==> config.mk <==
export PLATFORM = sky130hd
export DESIGN_NAME = seq_controller
export DESIGN_NICKNAME = d
export VERILOG_FILES = /design/src/rtl/cpu_ctrl_pkg.sv /design/src/rtl/seq_controller.sv
export SDC_FILE = /design/constraint.sdc
export NUM_CORES = 1
export LEC_CHECK = 0
export BUFFER_PORTS_ARGS = -buffer_cell sky130_fd_sc_hd__buf_2
export CORE_AREA = 2 2 39 41
export DETAILED_ROUTE_END_ITERATION = 16
export DIE_AREA = 0 0 41 43
export PLACE_DENSITY = 0.78
export SLEW_MARGIN = 20
export SYNTH_ARGS = -nofsm -noshare
export SYNTH_HDL_FRONTEND = slang
export SYNTH_SLANG_ARGS = --single-unit
==> constraint.sdc <==
create_clock -name clk -period 1.8 [get_ports clk]
set_clock_uncertainty 0.05 [all_clocks]
set_input_delay 0.18 -clock clk [delete_from_list [all_inputs] [get_ports clk]]
set_output_delay 0.18 -clock clk [all_outputs]
set_load 0.02 [all_outputs]
==> src/rtl/cpu_ctrl_pkg.sv <==
// Shared encodings for the RISC sequencing controller: FSM states, opcode/ALU-op
// fields, decoder register selects, write-back selects and an instruction classifier.
package cpu_ctrl_pkg;

  typedef enum logic [2:0] {
    S_WAIT,
    S_DECODE,
    S_WR_IMM,
    S_LD_A,
    S_LD_B,
    S_EXEC,
    S_WR_REG,
    S_HALT
  } state_t;

  localparam logic [2:0] OPC_MOV = 3'b110;
  localparam logic [2:0] OPC_ALU = 3'b101;

  localparam logic [1:0] ALU_ADD = 2'b00;
  localparam logic [1:0] ALU_CMP = 2'b01;
  localparam logic [1:0] ALU_AND = 2'b10;
  localparam logic [1:0] ALU_MVN = 2'b11;

  // MOV shares the ALU_op field to pick its immediate vs register form.
  localparam logic [1:0] MOV_REG = 2'b00;
  localparam logic [1:0] MOV_IMM = 2'b10;

  localparam logic [1:0] REG_SEL_RM = 2'b00;
  localparam logic [1:0] REG_SEL_RD = 2'b01;
  localparam logic [1:0] REG_SEL_RN = 2'b10;

  localparam logic [1:0] WB_SEL_C    = 2'b00;
  localparam logic [1:0] WB_SEL_IMM8 = 2'b10;

  typedef enum logic [2:0] {
    I_MOV_IMM,
    I_MOV_REG,
    I_MVN,
    I_ADD,
    I_CMP,
    I_AND,
    I_ILLEGAL
  } instr_t;

  function automatic instr_t classify(input logic [2:0] opc, input logic [1:0] op);
    instr_t ins;
    ins = I_ILLEGAL;
    if (opc == OPC_MOV) begin
      if (op == MOV_IMM)      ins = I_MOV_IMM;
      else if (op == MOV_REG) ins = I_MOV_REG;
    end else if (opc == OPC_ALU) begin
      case (op)
        ALU_ADD: ins = I_ADD;
        ALU_CMP: ins = I_CMP;
        ALU_AND: ins = I_AND;
        default: ins = I_MVN;
      endcase
    end
    return ins;
  endfunction

endpackage

==> src/rtl/seq_controller.sv <==
// Multi-cycle Moore sequencer for the simple RISC datapath: one instruction per start.
// Optional macro SEQ_CTRL_ILLEGAL_TRAP_EN adds an `illegal` output and a sticky halt state.
module seq_controller
  import cpu_ctrl_pkg::*;
(
  input  logic       clk,
  input  logic       rst,
  input  logic       start,
  input  logic [2:0] opcode,
  input  logic [1:0] ALU_op,
  output logic       waiting,
  output logic [1:0] reg_sel,
  output logic [1:0] wb_sel,
  output logic       w_en,
  output logic       en_A,
  output logic       en_B,
  output logic       en_C,
  output logic       en_status,
  output logic       sel_A,
  output logic       sel_B
`ifdef SEQ_CTRL_ILLEGAL_TRAP_EN
  ,
  output logic       illegal
`endif
);

  state_t     r_state;
  state_t     w_next;
  logic [2:0] r_opcode;
  logic [1:0] r_alu_op;
  instr_t     w_dec_instr;
  instr_t     w_cur_instr;

  // Decode runs on the live IR fields; later states use the copy latched in S_DECODE.
  assign w_dec_instr = classify(opcode, ALU_op);
  assign w_cur_instr = classify(r_opcode, r_alu_op);

  // NOTE: state registers use non-blocking assignments so every flop samples
  // the pre-edge value of every other flop, independent of statement order.
  always_ff @(posedge clk or posedge rst) begin
    if (rst) begin
      r_state  <= S_WAIT;
      r_opcode <= '0;
      r_alu_op <= '0;
    end else begin
      r_state <= w_next;
      if (r_state == S_DECODE) begin
        r_opcode <= opcode;
        r_alu_op <= ALU_op;
      end
    end
  end

  // NOTE: every signal written here gets a default first so no path through
  // the case statement leaves one unassigned, which would infer a latch.
  always_comb begin
    w_next    = r_state;
    waiting   = 1'b0;
    reg_sel   = REG_SEL_RM;
    wb_sel    = WB_SEL_C;
    w_en      = 1'b0;
    en_A      = 1'b0;
    en_B      = 1'b0;
    en_C      = 1'b0;
    en_status = 1'b0;
    sel_A     = 1'b0;
    sel_B     = 1'b0;
`ifdef SEQ_CTRL_ILLEGAL_TRAP_EN
    illegal   = 1'b0;
`endif
    case (r_state)
      S_WAIT: begin
        waiting = 1'b1;
        if (start) w_next = S_DECODE;
      end
      S_DECODE: begin
        case (w_dec_instr)
          I_MOV_IMM:             w_next = S_WR_IMM;
          I_MOV_REG, I_MVN:      w_next = S_LD_B;
          I_ADD, I_CMP, I_AND:   w_next = S_LD_A;
          default: begin
`ifdef SEQ_CTRL_ILLEGAL_TRAP_EN
            w_next = S_HALT;
`else
            w_next = S_WAIT;
`endif
          end
        endcase
      end
      S_WR_IMM: begin
        reg_sel = REG_SEL_RN;
        wb_sel  = WB_SEL_IMM8;
        w_en    = 1'b1;
        w_next  = S_WAIT;
      end
      S_LD_A: begin
        reg_sel = REG_SEL_RN;
        en_A    = 1'b1;
        w_next  = S_LD_B;
      end
      S_LD_B: begin
        reg_sel = REG_SEL_RM;
        en_B    = 1'b1;
        w_next  = S_EXEC;
      end
      S_EXEC: begin
        // MOV-reg and MVN pass B straight through the ALU by zeroing A.
        sel_A = (w_cur_instr == I_MOV_REG) || (w_cur_instr == I_MVN);
        if (w_cur_instr == I_CMP) begin
          en_status = 1'b1;
          w_next    = S_WAIT;
        end else begin
          en_C   = 1'b1;
          w_next = S_WR_REG;
        end
      end
      S_WR_REG: begin
        reg_sel = REG_SEL_RD;
        wb_sel  = WB_SEL_C;
        w_en    = 1'b1;
        w_next  = S_WAIT;
      end
      S_HALT: begin
`ifdef SEQ_CTRL_ILLEGAL_TRAP_EN
        illegal = 1'b1;
        w_next  = S_HALT;
`else
        w_next  = S_WAIT;
`endif
      end
      default: w_next = S_WAIT;
    endcase
  end

  // At most one datapath load/write strobe is active in any state.
  a_one_strobe: assert property (@(posedge clk) disable iff (rst)
    $onehot0({w_en, en_A, en_B, en_C, en_status}));

  a_wen_state: assert property (@(posedge clk) disable iff (rst)
    w_en |-> (r_state == S_WR_IMM || r_state == S_WR_REG));

endmodule

# Yosys cells after proc, flatten, opt, wreduce, memory -nomap -nowiden
# Cells that the tools add are included.
[op_classes]
n_eq_ne = 24
mux = 25
n_reduce_logical = 10
[ops]
columns = ["cell", "count"]
rows = [
  ["3-bit equality test, second input constant", 11],
  ["3-bit two-way mux", 10],
  ["3-bit case mux with 3 select lines", 3],
  ["3-bit case mux with 6 select lines", 1],
  ["3-bit by 2-bit equality test with 1-bit output, second input constant", 5],
  ["3-bit by 1-bit equality test with 1-bit output, second input constant", 3],
  ["1-bit two-way mux", 9],
  ["3-bit logical NOT", 2],
  ["2-bit OR reduction", 3],
  ["3-bit OR reduction", 2],
  ["2-bit by 1-bit equality test with 1-bit output, second input constant", 2],
  ["2-bit equality test, second input constant", 2],
  ["2-bit logical NOT", 2],
  ["2-bit case mux with 2 select lines", 1],
  ["2-bit two-way mux", 1],
  ["2-bit != test, second input constant", 1],
  ["1-bit logical OR", 1],
]
[totals]
reg_bits = 8
input_bits = 8
out_inout_bits = 12
elab_cells = 62

# Depth between registers and ports, before layout
# Gate-level depths: netlist of the first run.
[logic_depth]
word_depth = 8
mapped_depth = 5
mapped_depth_nobuf = 5

# Worst setup path before layout of the first run
# No wires, ideal clock.
[synth_path]
kind = "register to output"
startpoint = "reg r_alu_op[0]"
endpoint = "out sel_A"
arrival_ns = 1.455
required_ns = 1.570
path_slack_ns = 0.115
stages_incl_launch_ff = 6
path_cell_list = "dfrtp_1 > inv_1 > ha_1 > nor4b_2 > a2bb2oi_1 > nor3_1"
[synth_via]
elab_chain_cells = 7
[synth_rtl]
columns = ["element", "line", "source"]
rows = [
  ["from (decl)", "seq_controller.sv:30", "logic [1:0] r_alu_op;"],
  ["from (signal assigned)", "seq_controller.sv:49", "r_alu_op <= ALU_op;"],
  ["2-bit equality test, or another cell as far along", "cpu_ctrl_pkg.sv:49, cpu_ctrl_pkg.sv:52", ""],
  ["3-bit case mux with 3 select lines or 3-bit two-way mux (tied branches)", "cpu_ctrl_pkg.sv:52, cpu_ctrl_pkg.sv:50", ""],
  ["3-bit two-way mux, on equally long branches", "cpu_ctrl_pkg.sv:51, cpu_ctrl_pkg.sv:49", ""],
  ["3-bit two-way mux (*)", "cpu_ctrl_pkg.sv:48", "if (opc == OPC_MOV) begin"],
  ["3-bit by 1-bit equality test with 1-bit output or 3-bit by 2-bit equality test with 1-bit output (tied branches)", "seq_controller.sv:108", "sel_A = (w_cur_instr == I_MOV_REG) || (w_cur_instr == I_MVN);"],
  ["1-bit logical OR (*)", "seq_controller.sv:108", ""],
  ["1-bit two-way mux (*)", "seq_controller.sv:71", "case (r_state)"],
  ["to (decl)", "seq_controller.sv:19", "output logic sel_A,"],
]
# Mark *: on every way between the ends. The rest lies on a longest branch, timed or not.

# Worst setup path in the final report of the first run
[layout_path]
startpoint = "reg r_alu_op[1]"
endpoint = "out en_C"
[layout_via]
elab_chain_cells = 7
[layout_rtl]
columns = ["element", "line", "source"]
rows = [
  ["2-bit equality test, or another cell as far along", "cpu_ctrl_pkg.sv:49, cpu_ctrl_pkg.sv:52", ""],
  ["3-bit case mux with 3 select lines or 3-bit two-way mux (tied branches)", "cpu_ctrl_pkg.sv:52, cpu_ctrl_pkg.sv:50", ""],
  ["3-bit two-way mux, on equally long branches", "cpu_ctrl_pkg.sv:51, cpu_ctrl_pkg.sv:49", ""],
  ["3-bit two-way mux (*)", "cpu_ctrl_pkg.sv:48", ""],
  ["3-bit equality test (*)", "seq_controller.sv:109", "if (w_cur_instr == I_CMP) begin"],
  ["1-bit two-way mux (*)", "seq_controller.sv:109", ""],
  ["1-bit two-way mux (*)", "seq_controller.sv:71", ""],
  ["to (decl)", "seq_controller.sv:17", "output logic en_C,"],
]
# Marked as above.

==> results of run 1 <==
## state kept, by name, indices dropped and copies added (netlist names)
| name | cells |
|---|---|
| r_alu_op | 2 |
| r_opcode | 3 |
| r_state | 3 |
## cell families after synthesis
kind of cell / Yosys count / synth area share, %
and+or+nand+nor: 28 / 32.2
buffers and inverters: 12 / 10.4
AOI/OAI and AO/OA: 10 / 12.2
DFF: 8 / 32.7
adders and majority gates: 4 / 8.16
muxes: 2 / 3.67
other: 1 / 0.612
## layer usage
metal	vias to the layer above	global-route usage (%)	part of all wire, %
met5	-	0	0
met4	0	2.00	0.34
met3	2	7.85	7.1
met2	17	24.4	50
met1	247	20.0	43
li1	264	-	-
## layout by cell type, fill, tap and decap left out, types with 3 or more instances in the layout
cell type,instances
sky130_fd_sc_hd__inv_1,6
sky130_fd_sc_hd__nand2_1,5
sky130_fd_sc_hd__o21ai_0,3
sky130_fd_sc_hd__dfrtp_1,8
sky130_fd_sc_hd__buf_2,15
sky130_fd_sc_hd__clkbuf_4,3
sky130_fd_sc_hd__nor3_1,4
sky130_fd_sc_hd__buf_4,4
sky130_fd_sc_hd__and2_1,3
## area by class of cell
cell class / count / area [um2]
Clock buffer: 3 / 22.5
Inverter: 8 / 30.0
Tap cell: 16 / 20.0
Fill cell: 122 / 616
Timing Repair Buffer: 20 / 115
Multi-Input combinational cell: 46 / 380
Sequential cell: 8 / 200
## per-stage QoR
| step | utilization, % | total power, W | hold WS (ns) | setup TNS (ns) |
|---|---|---|---|---|
| final | 55.5 | 0.00118 | 0.111 | -0.0513 |
| after global placement | 49.7 | 0.000915 | 0.0765 | 0 |
| after detailed placement | 49.7 | 0.000934 | 0.0963 | 0 |
| after floorplan | - | 0.000821 | -0.0543 | 0 |
| after CTS | 54.2 | 0.00116 | 0.113 | -0.0609 |
| after global routing | 55.5 | 0.00128 | 0.133 | -0.255 |
## cells in the mapped netlist, types with 2 or more instances
| library cell | number |
|---|---|
| sky130_fd_sc_hd__inv_1 | 8 |
| sky130_fd_sc_hd__o21ai_0 | 3 |
| sky130_fd_sc_hd__a211oi_1 | 2 |
| sky130_fd_sc_hd__mux2_2 | 2 |
| sky130_fd_sc_hd__nor3_1 | 4 |
| sky130_fd_sc_hd__nor2b_1 | 2 |
| sky130_fd_sc_hd__and2_1 | 3 |
| sky130_fd_sc_hd__nor2_1 | 2 |
| sky130_fd_sc_hd__dfrtp_1 | 8 |
| sky130_fd_sc_hd__nand2_1 | 5 |
| sky130_fd_sc_hd__ha_1 | 4 |
| sky130_fd_sc_hd__buf_4 | 3 |
## what timing repair did
action | 4_1_cts | 5_1_grt
pin swaps | 4 | 1
resized for setup | 7 | 2
setup endpoints to repair | 3 | 3
setup buffers | 0 | 2
hold buffers | 1 | 0
hold endpoints to repair | 8 | 0
## final timing paths
kind / endpoint / cells past startpoint / start
worst max-delay path: en_C / 6 / r_alu_op[1]
worst min-delay path: r_alu_op[0] / 3 / ALU_op[0]
worst max register to register: r_state[1] / 6 / r_alu_op[1]
worst min register to register: r_opcode[0] / 1 / r_opcode[0]
max in group asynchronous: r_state[2] / 3 / rst
min in group asynchronous: r_opcode[0] / 3 / rst
## power by group
part | leakage [nW] | internal [W] | switching [W]
Sequential | 0.0985 | 0.000269 | 0.000127
Combinational | 0.265 | 0.000321 | 0.000332
Clock | 0.0138 | 0.0000762 | 0.0000598
## worst reg2reg max path: stages (launching register included)
cell	delay, ns
sky130_fd_sc_hd__dfrtp_1	0.36
sky130_fd_sc_hd__inv_2	0.06
sky130_fd_sc_hd__ha_4	0.16
sky130_fd_sc_hd__nor4b_4	0.34
sky130_fd_sc_hd__and3_4	0.24
sky130_fd_sc_hd__buf_4	0.10
sky130_fd_sc_hd__o22ai_1	0.08
==> out/qor.csv, run 1 <==
metric,value,unit
detailed-router iteration count before antenna repair,4,
Post-Syn Area,613,um2
detail-routed via count per cell,5.25,
result of the run,"finished, violations left",
Initial Util,44.3,%
post-detailed-route DRC marker count,0,
antenna fix cells,0,
post-route cell area,768,um2
pin count of the biggest net entering global routing,11,
ranking of synthesized cells by area,"sky130_fd_sc_hd__dfrtp_1, sky130_fd_sc_hd__ha_1, sky130_fd_sc_hd__inv_1",
final-report hold violation count,0,
proportion of layout cells with a drive suffix above 1,41.2,%
TritonCTS clock tree,yes,
count of flip-flops with a built-in enable after synthesis,0,
CP Max Fanout,4,
count of input and output buffers,17,
GRT Overall Usage,15.8,%
post-synth cell types,31,
peak clock frequency supported by timing,0.546,GHz
peak ir drop on the vdd network,0.855,mV
Top delay family on crit path,simple AND/OR/NAND/NOR gates,
cell type contributing the most total cell area after synthesis,sky130_fd_sc_hd__dfrtp_1,
Die Footprint,1760,um2
"reg-to-reg slack, setup",0.30,ns
total setup violations reported at the end of the flow,2,
remaining antenna violation count,0,
vertical extent of the die,43,um
Final Net Count,99,
CTS buffer count,3,
clock edge transition at the registers on the reported setup and hold paths,0.05,ns
PwrDens,1540,nW/um2
number of DRC violations after detailed-routing iteration 0,6,
Boundary Pins,20,
setup repair after global routing missed its margin,yes,
Worst path slowest cell,sky130_fd_sc_hd__dfrtp_1,
Most used DFF post-synth,sky130_fd_sc_hd__dfrtp_1,
endpoint class of the critical path,primary output,
proportion of synthesized chip area in sequential cells,32.7,%
number of max-cap violations,0,
floorplan die width,41,um
Clock H-tree levels,1,
largest stage delay on the critical path,0.36,ns
vias in the first global route,467,
clk_lat worst skew,0.25,ns
total via count after detailed routing,530,
grt ovf,0,
Placement Cell Area,688,um2
final worst-path setup slack,-0.0324,ns
area share of the largest cell type after synthesis,32.7,%
Routed wire per std cell,11.8,um
first-pass GRT wire length,1.90,mm
placed cells,95,
WS Path Type,register to primary output,
CORE AREA,1380,um2
relative area change from synthesis to final layout,25.3,%
WP buf/inv,2,
worst slack at placement,0.192,ns
shortest clock period the worst path allows after layout,1.83,ns
"flops & latches, synth",8,
share of synthesized flip-flops with an asynchronous set or reset,100,%
synthesized instance count,65,
antenna violations before repair,0,
Routability Congestion,0.803,
Ys Warns,0,
type of element launching the critical path,register,
required time of the critical path,1.57,ns
violations in the final reports,negative setup slack,
final std cells w/o fill,101,
number of clock sinks,8,
crit-path cells,inv_2 -> ha_4 -> nor4b_4 -> and3_4 -> nor2_1 -> buf_4,
Max Buffers Root-to-Sink,2,
P_leak,0.377,nW
Site Rows,14,
mean post-synth cell area,9.43,um2
Pins Over Slew Limit,0,
worst min path class,input pin to register,
Worst EP arrival,1.60,ns
routed wire length,1.19,mm
buffer cell driving the clock tree root,sky130_fd_sc_hd__clkbuf_4,
Tcrit/Tclk final,102,%
placed wire-length estimate,912,um
No activity file was read; power rests on OpenSTA's default activity.
==> inputs of run 2 (changes only) <==
--- a/config.mk
+++ b/config.mk
@@ -5,11 +5,12 @@
 export SDC_FILE = /design/constraint.sdc
 export NUM_CORES = 1
 export LEC_CHECK = 0
+export ABC_AREA = 1
 export BUFFER_PORTS_ARGS = -buffer_cell sky130_fd_sc_hd__buf_2
 export CORE_AREA = 2 2 39 41
 export DETAILED_ROUTE_END_ITERATION = 16
 export DIE_AREA = 0 0 41 43
-export PLACE_DENSITY = 0.78
+export PLACE_DENSITY = 0.77
 export SLEW_MARGIN = 20
 export SYNTH_ARGS = -nofsm -noshare
 export SYNTH_HDL_FRONTEND = slang
==> run 2 against run 1 <==
The flow now finishes without violations. Global-route usage grew 0.24 points. Synthesized area shrank 2.0%. Setup slack gained 0.20 ns. Routed wire length shrank 12%. Via count grew 11%. Largest power group unchanged.
==> out/qor.csv, run 2 <==
metric,value,unit,change
PwrDens,1410,nW/um2,-8.2%
most instantiated library cell after synthesis,sky130_fd_sc_hd__inv_1,,
proportion of layout cells with a drive suffix above 1,23.6,%,-18 points
count of input and output buffers,17,,unchanged
clock share of power,13.6,%,+2.1 points
CP Max Fanout,2,,-2
number of max-cap violations,0,,unchanged
ranking of synthesized cells by area,"sky130_fd_sc_hd__dfrtp_1, sky130_fd_sc_hd__inv_1, sky130_fd_sc_hd__nand2_1",,
Initial Util,43.4,%,-0.90 points
Clock H-tree levels,1,,unchanged
total via count after detailed routing,587,,+11%
Tcrit/Tclk final,90.6,%,-11 points
final worst-path setup slack,0.168,ns,+0.201 ns
"flops & latches, synth",8,,unchanged
clk_lat worst skew,0.26,ns,about the same
TritonCTS clock tree,yes,,
P_leak,0.445,nW,+18%
post-synth cell types,17,,-45%
mean post-synth cell area,6.67,um2,-29%
largest registers,"r_opcode: 3 flops, r_state: 3 flops, r_alu_op: 2 flops",,
setup repair after global routing missed its margin,no,,
post-route cell area,723,um2,-5.9%
remaining antenna violation count,0,,unchanged
Placement Cell Area,691,um2,+0.36%
count of flip-flops with a built-in enable after synthesis,0,,unchanged
Worst path slowest cell,sky130_fd_sc_hd__dfrtp_1,,
Storage cell area,200,um2,unchanged
"leading cell types in the layout, fill and taps excluded","sky130_fd_sc_hd__inv_1, sky130_fd_sc_hd__nand2_1, sky130_fd_sc_hd__buf_2",,
grt ovf,0,,unchanged
cell-internal power,0.000538,W,-19%
vias in the first global route,510,,+9.2%
peak ir drop on the vdd network,0.547,mV,-36%
top cell types by occurrence after synthesis,"sky130_fd_sc_hd__inv_1, sky130_fd_sc_hd__nand2_1, sky130_fd_sc_hd__nor2_1, sky130_fd_sc_hd__dfrtp_1, sky130_fd_sc_hd__nand3_1",,
met3 track demand over resource in global routing,3.14,%,-4.7 points
pin count of the biggest net entering global routing,9,,-2
buffer cell driving the clock tree root,sky130_fd_sc_hd__clkbuf_4,,
routed wire length,1.05,mm,-12%
number of clock sinks,8,,unchanged
Routed wire per std cell,8.35,um,-29%
Ys Warns,0,,unchanged
peak clock frequency supported by timing,0.613,GHz,+12%
Pins Over Slew Limit,0,,unchanged
area used by multi-input combinational logic,295,um2,-22%
type of element launching the critical path,register,,
proportion of synthesized chip area in sequential cells,33.3,%,+0.68 points
Max Buffers Root-to-Sink,2,,unchanged
sequential group share of total power,33.5,%,about the same
vertical extent of the die,43,um,unchanged
Sw Pwr,0.000485,W,-6.4%
WS Path Type,register to primary output,,
post-detailed-route DRC marker count,0,,unchanged
relative area change from synthesis to final layout,20.4,%,
Routability Congestion,0.730,,-9.1%
area share of the largest cell type after synthesis,33.3,%,+0.68 points
detailed-router iteration count before antenna repair,4,,unchanged
required time of the critical path,1.57,ns,about the same
share of synthesized flip-flops with an asynchronous set or reset,100,%,unchanged
shortest clock period the worst path allows after layout,1.63,ns,-0.201 ns
Post-Syn Area,601,um2,-2.0%
placed wire-length estimate,876,um,-4.0%
antenna fix cells,0,,unchanged
Top delay family on crit path,flip-flops,,
switching share of power,47.4,%,+3.7 points
number of DRC violations after detailed-routing iteration 0,15,,+9
first-pass GRT wire length,1.91,mm,+0.37%
CORE AREA,1380,um2,unchanged
worst min path class,input pin to register,,
CTS buffer count,3,,unchanged
Site Rows,14,,unchanged
cell type contributing the most total cell area after synthesis,sky130_fd_sc_hd__dfrtp_1,,
largest stage delay on the critical path,0.34,ns,-0.02 ns
Boundary Pins,20,,unchanged
synthesized instance count,90,,+38%
GRT Overall Usage,16.1,%,+0.24 points
Final Net Count,124,,+25%
Most used DFF post-synth,sky130_fd_sc_hd__dfrtp_1,,
final-report hold violation count,0,,unchanged
WP buf/inv,3,,+1
final sum of negative setup slack,0,ns,+0.0513 ns
total power draw,0.00102,W,-14%
met1 layer usage reported by global route,20.5,%,+0.47 points
Filler cells,141,,+16%
clock edge transition at the registers on the reported setup and hold paths,0.05,ns,about the same
met2 GRT Util,22.8,%,-1.6 points
crit-path cells,inv_1 -> ha_1 -> inv_1 -> nand4_1 -> a21oi_1 -> buf_2,,
Die Footprint,1760,um2,unchanged
Final Util,52.3,%,-3.3 points
busiest layer in global routing,met2,,
total setup violations reported at the end of the flow,0,,-2
portion of total power attributed to combinational logic,52.9,%,-2.2 points
cell with the most instances on the worst path,sky130_fd_sc_hd__inv_1,,
worst slack at placement,0.440,ns,+0.248 ns
detail-routed via count per cell,4.66,,-11%
endpoint class of the critical path,primary output,,
Worst EP arrival,1.40,ns,-0.20 ns
result of the run,"complete, no violations",,
antenna violations before repair,0,,unchanged
"most common cell after layout, fill and taps aside",sky130_fd_sc_hd__inv_1,,
floorplan die width,41,um,unchanged
run 2: worst paths after layout:
path | slack (ns) | cells past startpoint | end | startpoint
setup / recovery | 0.17 | 6 | sel_A | r_alu_op[0]
hold / removal | 0.11 | 3 | r_state[0] | start
setup reg to reg | 0.54 | 7 | r_state[2] | r_alu_op[1]
hold reg to reg | 0.44 | 2 | r_alu_op[0] | r_alu_op[0]
max in group asynchronous | 1.13 | 3 | r_alu_op[1] | rst
min in group asynchronous | 0.35 | 3 | r_state[2] | rst
run 2: kinds of logic after synthesis:
logic type,share of synthesized area [%]
AO/OA/AOI/OAI,5.62
adder cells (fa/ha/maj),8.33
buffers and inverters,18.1
flip-flops,33.3
other,0.624
AND/OR/NAND/NOR,34.0
run 2: routing by layer:
metal  part of all wire [%]  up-vias  routed length, um
met2                     48       11                503
met4                    4.4        0                 46
met3                    3.3        5                 35
met5                      0        -                  0
li1                       -      314                  -
met1                     44      257                466
run 2: final cells by class:
class,instances,share of cell area (%)
timing repair buffer,19,14.2
multi-input combinational,58,40.8
tap,16,2.77
sequential,8,27.7
inverter,22,11.4
clock buffer,3,3.11
run 2: stage by stage:
step                hold slack (ns)  instances
CTS                           0.117        126
global placement             0.0817        122
floorplan                   -0.0543         91
global route                  0.127        126
finish                        0.111        126
detailed placement           0.0858        122
run 2: what timing repair did:
item,CTS,global route
hold buffers,1,0
setup endpoints to repair,0,0
gates resized for setup,0,0
buffers inserted,0,0
endpoints found under the hold margin,8,0
run 2: power by group through the flow:
stage	logic [W]	clock network [W]	registers [W]
floorplan	0.000438	0	0.000331
global placement	0.000540	0	0.000341
detailed placement	0.000542	0	0.000346
CTS	0.000547	0.000139	0.000343
global route	0.000624	0.000150	0.000362
finish	0.000542	0.000139	0.000343
run 2: worst reg2reg max path: stages, from the launching register on:
cell	delay, ns
sky130_fd_sc_hd__dfrtp_1	0.37
sky130_fd_sc_hd__inv_1	0.05
sky130_fd_sc_hd__ha_1	0.28
sky130_fd_sc_hd__nand4_1	0.11
sky130_fd_sc_hd__nand2_1	0.13
sky130_fd_sc_hd__inv_2	0.04
sky130_fd_sc_hd__nor2_1	0.08
sky130_fd_sc_hd__nand2_1	0.05
